### src/rtl/fir_pkg.sv
// Shared constants and types for the FIR sample path.
package fir_pkg;

    localparam int FIR_DATA_W     = 16;
    localparam int FIR_FIFO_DEPTH = 8;

    typedef logic signed [FIR_DATA_W-1:0] sample_t;

    // Pointer width for a power-of-two depth; never narrower than one bit.
    function automatic int ptr_width(input int depth);
        return (depth > 1) ? $clog2(depth) : 1;
    endfunction

endpackage

### src/rtl/fir_fifo_mem.sv
// Sample storage for fir_sample_fifo: one write port and one registered read
// port; the read register resets to zero, the array itself does not.
module fir_fifo_mem
    import fir_pkg::*;
#(
    parameter int DATA_W = FIR_DATA_W,
    parameter int DEPTH  = FIR_FIFO_DEPTH,
    parameter int PTR_W  = ptr_width(DEPTH)
) (
    input  logic              i_clk,
    input  logic              i_rst_n,
    input  logic              i_wr_en,
    input  logic [PTR_W-1:0]  i_wr_addr,
    input  logic [DATA_W-1:0] i_wr_data,
    input  logic              i_rd_en,
    input  logic [PTR_W-1:0]  i_rd_addr,
    output logic [DATA_W-1:0] o_rd_data
);

    logic [DATA_W-1:0] r_mem [DEPTH];

    // NOTE: the array carries no reset so it maps onto plain storage; only
    // pointers and count define which entries are valid.
    always_ff @(posedge i_clk) begin
        if (i_wr_en) begin
            r_mem[i_wr_addr] <= i_wr_data;
        end
    end

    // NOTE: non-blocking assignment means a read and write to the same slot
    // on one edge returns the old contents, which the full pass-through needs.
    always_ff @(posedge i_clk or negedge i_rst_n) begin
        if (!i_rst_n) begin
            o_rd_data <= '0;
        end else if (i_rd_en) begin
            o_rd_data <= r_mem[i_rd_addr];
        end
    end

endmodule

### src/rtl/fir_sample_fifo.sv
// Circular sample buffer between controlUnit and the MAC path.
// Optional sticky overflow/underflow flags: define FIR_FIFO_ERR_EN.
module fir_sample_fifo
    import fir_pkg::*;
#(
    parameter int DATA_W = FIR_DATA_W,
    parameter int DEPTH  = FIR_FIFO_DEPTH
) (
    input  logic                       CLK,
    input  logic                       RST,
    input  logic                       FIFO_write,
    input  logic                       FIFO_read,
    input  logic [DATA_W-1:0]          din,
    output logic [DATA_W-1:0]          dout,
    output logic                       full,
    output logic                       empty,
    output logic [$clog2(DEPTH+1)-1:0] count
`ifdef FIR_FIFO_ERR_EN
    ,
    output logic                       ovf,
    output logic                       unf
`endif
);

    localparam int PTR_W = ptr_width(DEPTH);
    localparam int CNT_W = $clog2(DEPTH+1);

    logic [PTR_W-1:0] r_wp;
    logic [PTR_W-1:0] r_rp;
    logic [CNT_W-1:0] r_count;
    logic             w_wr_ok;
    logic             w_rd_ok;

    assign full  = (r_count == CNT_W'(DEPTH));
    assign empty = (r_count == '0);
    assign count = r_count;

    // Full with a simultaneous read passes the new sample in behind the oldest.
    assign w_wr_ok = FIFO_write && (!full || FIFO_read);
    assign w_rd_ok = FIFO_read && !empty;

    fir_fifo_mem #(
        .DATA_W (DATA_W),
        .DEPTH  (DEPTH),
        .PTR_W  (PTR_W)
    ) u_mem (
        .i_clk     (CLK),
        .i_rst_n   (RST),
        .i_wr_en   (w_wr_ok),
        .i_wr_addr (r_wp),
        .i_wr_data (din),
        .i_rd_en   (w_rd_ok),
        .i_rd_addr (r_rp),
        .o_rd_data (dout)
    );

    always_ff @(posedge CLK or negedge RST) begin
        if (!RST) begin
            r_wp    <= '0;
            r_rp    <= '0;
            r_count <= '0;
        end else begin
            if (w_wr_ok) r_wp <= r_wp + 1'b1;
            if (w_rd_ok) r_rp <= r_rp + 1'b1;
            case ({w_wr_ok, w_rd_ok})
                2'b10:   r_count <= r_count + 1'b1;
                2'b01:   r_count <= r_count - 1'b1;
                default: r_count <= r_count;
            endcase
        end
    end

`ifdef FIR_FIFO_ERR_EN
    logic r_ovf;
    logic r_unf;

    always_ff @(posedge CLK or negedge RST) begin
        if (!RST) begin
            r_ovf <= 1'b0;
            r_unf <= 1'b0;
        end else begin
            if (FIFO_write && full && !FIFO_read) r_ovf <= 1'b1;
            if (FIFO_read && empty)               r_unf <= 1'b1;
        end
    end

    assign ovf = r_ovf;
    assign unf = r_unf;
`endif

endmodule

### config.mk
export PLATFORM = sky130hd
export DESIGN_NAME = fir_sample_fifo
export DESIGN_NICKNAME = d
export VERILOG_FILES = /design/src/rtl/fir_pkg.sv /design/src/rtl/fir_fifo_mem.sv /design/src/rtl/fir_sample_fifo.sv
export SDC_FILE = /design/constraint.sdc
export NUM_CORES = 1
export LEC_CHECK = 0
export ABC_CLOCK_PERIOD_IN_PS = 3800
export BUFFER_PORTS_ARGS = -buffer_cell sky130_fd_sc_hd__buf_2
export CORE_AREA = 2 2 136 138
export CTS_BUF_LIST = sky130_fd_sc_hd__clkbuf_2
export CTS_CLUSTER_SIZE = 30
export DETAILED_ROUTE_END_ITERATION = 16
export DIE_AREA = 0 0 138 140
export PLACE_DENSITY = 0.48
export SYNTH_ARGS = -nofsm -noshare
export SYNTH_HDL_FRONTEND = slang
export SYNTH_SLANG_ARGS = --single-unit
### constraint.sdc
create_clock -name CLK -period 3.8 [get_ports CLK]
set_input_delay 0.38 -clock CLK [delete_from_list [all_inputs] [get_ports CLK]]
set_output_delay 0.38 -clock CLK [all_outputs]
set_load 0.05 [all_outputs]
==> results by group <==
CTS
  – CTS buffer count: 17
  – Clk sinks: 154
  – PostCTS Resize Cnt: 0
  – H-tree levels: 4
  – Worst skew pair latency: 0.69 ns
  – CTS tree: yes
  – Clock buffer depth: 2
  – Root Buffer: clkbuf_2
  – Clk slew on worst S/H paths: 0.21 ns

STA
  – Setup Skew: 0.02651 ns
  – Max Slew Vio Count: 0
  – Final hold vios: 0
  – RSZ-0062 raised after global routing: false
  – Rel. slew slack: 33.12%
  – Tcrit/Tclk final: 74.49%
  – Setup-failing EPs final: 0
  – Fmax: 0.3533 GHz
  – Worst Tran Pin Value: 1.002 ns
  – Setup TNS: 0 ns
  – Min cycle time layout: 2.830 ns

Global route
  – Routing usage on met2: 21.18%
  – Grt total ovfl: 0
  – Antenna violations before repair: 1
  – GR Layer Usage met3: 3.521%
  – First-pass GRT wire length: 19260 µm
  – GR peak layer: met2
  – Number of global-route vias before repair: 3219
  – Total global-route track usage: 13.56%
  – Largest net degree at the start of global routing: 46
  – Global-route track usage on met1: 18.43%

Floorplanning
  – Initial core utilization: 34.38%
  – Top Ports: 42
  – Cell Rows: 49
  – Horiz. Die Dim: 138 µm
  – Core Area: 0.01778 mm²
  – Die area: 0.01932 mm²
  – Die Ht: 140 µm

Route
  – Vias per cell: 4.786
  – Iter 0 DRT Violations: 243
  – WL per Instance: 18.35 µm
  – # DRC: 0
  – DR vias: 3240
  – Drt pass-1 iters: 4
  – Drt total wl: 12420 µm
  – Antenna Nets Post-Route: 0

Layout
  – Fill cell count: 1688
  – Cell area after layout: 0.007037 mm²
  – Commonest cells after routing, fill and taps aside: edfxtp_1 (128), buf_2 (41), mux2i_1 (33), mux2_2 (31), nand2_1 (29)
  – Commonest non-fill, non-tap cell in the layout: edfxtp_1
  – Share of layout cells above drive strength 1: 27.52%
  – Area delta synth->final: 15.10%
  – Final #Nets: 460

Critical path
  – FF-to-FF path depth: 8
  – R2r endpoint: count[3]
  – CP endpoint kind: register
  – Worst r2r src: count[0]
  – CP Class: reg -> reg
  – CP Max Fanout: 8
  – Worst Path Arrival: 3.40 ns
  – Startpoint types: register
  – R2R Setup Slk: 0.97 ns
  – WP data required: 4.37 ns
  – CP startpoint: count[0]

Outcome
  – Status: finished clean

Min path
  – Hold/Removal Path Class: in -> async

Power and ir drop
  – Pwr per Cell Area: 749.5 mW/mm²
  – Peak supply drop: 0.4122 mV
  – Lkg Pwr: 2.570 nW

Placement
  – Area after DPL: 0.006609 mm²
  – Routability cong.: 0.7466
  – Placed wire-length estimate: 6949 µm
  – # port buffers: 41

Synth
  – Sequential share of the synthesized area: 73.52%
  – EDFF count, synth: 128
  – Syn Nets: 387
  – Synth Flop Type: edfxtp_1
  – Synth Instances: 361
  – Yosys warns: 0
  – Post-synthesis cell area: 0.006113 mm²
  – #FFs+latches synth: 154
  – FFs w/ async S/R, synth: 16.88%
  – Post-synthesis average cell area: 16.93 µm²
  – Synth cell types: 35

Job
  – Total of max-cap violations: 0
[metal layers]
layer / up-vias / wire length [µm] / part of all wire (%)
li1: 1550 / - / -
met1: 1622 / 5868 / 47
met2: 59 / 5850 / 47
met3: 9 / 551 / 4.4
met4: 0 / 152 / 1.2
met5: - / 0 / 0
[state kept, by name (all words and copies together), names as in the netlist]
name	cells
u_mem.r_mem	128
u_mem.o_rd_data	16
count	4
r_rp	3
r_wp	3
[cell type report]
cell class | instances | area (µm²) | area share (%)
antenna | 1 | 2.502 | 0.03556
multi-input combinational | 182 | 1494 | 21.23
clock buffer | 22 | 110.1 | 1.565
timing repair buffer | 71 | 490.5 | 6.970
tap | 229 | 286.5 | 4.072
clock inverter | 10 | 125.1 | 1.778
sequential | 154 | 4496 | 63.89
inverter | 8 | 32.53 | 0.4623
[synthesized netlist by cell type, drive strengths merged, types with 6 or more instances]
cell type	n	area share [%]
o21ai	19	1.6
nand2	29	1.8
edfxtp	128	63
o22ai	16	1.6
mux2i	33	5.4
buf	11	1.7
mux2	32	5.9
dfrtp	26	11
a221o	16	2.6
clkbuf	6	0.37
inv	8	0.53
[critical path, cell delays in order, from the launching register on]
cell and delay [ns]:
dfrtp_1 0.52, or4b_1 0.56, o21a_2 0.26, inv_4 0.11, ha_1 0.31, ha_1 0.28
a21oi_1 0.21, o21ai_0 0.15, o311ai_0 0.34
[report_power, final]
group / leakage, nW / internal [mW] / switching [mW] / total (mW)
Sequential: 1.47 / 2.18 / 0.241 / 2.42
Combinational: 0.943 / 0.714 / 1.24 / 1.95
Clock: 0.154 / 0.372 / 0.531 / 0.903
[kinds of logic after synthesis]
logic type                 share of synthesized area, %
xor gates and xnor gates                         0.8596
AOI/OAI and AO/OA                                 6.631
adders and majority gates                         1.351
DFF                                               73.52
and+or+nand+nor                                   3.786
buffers and inverters                             2.558
muxes                                             11.30
[worst max path at each step]
stage                         to  cells past startpoint
2_1_floorplan  u_mem.r_mem[0][0]                      4
3_3_place_gp            count[3]                      8
6_report                count[3]                      8
5_1_grt                 count[3]                      8
3_5_place_dp            count[3]                      8
4_1_cts                 count[3]                      8
[metrics by stage]
step | power (mW) | setup slack [ns] | utilization (%) | hold WS, ns | std cells
floorplan | 3.916 | 0.6219 | - | 0.08441 | 361
global placement | 4.413 | 1.090 | 37.17 | 0.4641 | 625
detailed placement | 4.440 | 0.9660 | 37.17 | 0.4703 | 625
CTS | 5.370 | 0.9355 | 39.56 | 0.1614 | 676
global route | 5.613 | 0.6986 | 39.58 | 0.1736 | 677
finish | 5.274 | 0.9695 | 39.58 | 0.2428 | 677
[timing repair]
action / in CTS / in global routing
hold buffers: 19 / 0
buffers inserted: 0 / 0
hold endpoints to repair: 158 / 0
No activity file was read; power rests on OpenSTA's default activity.
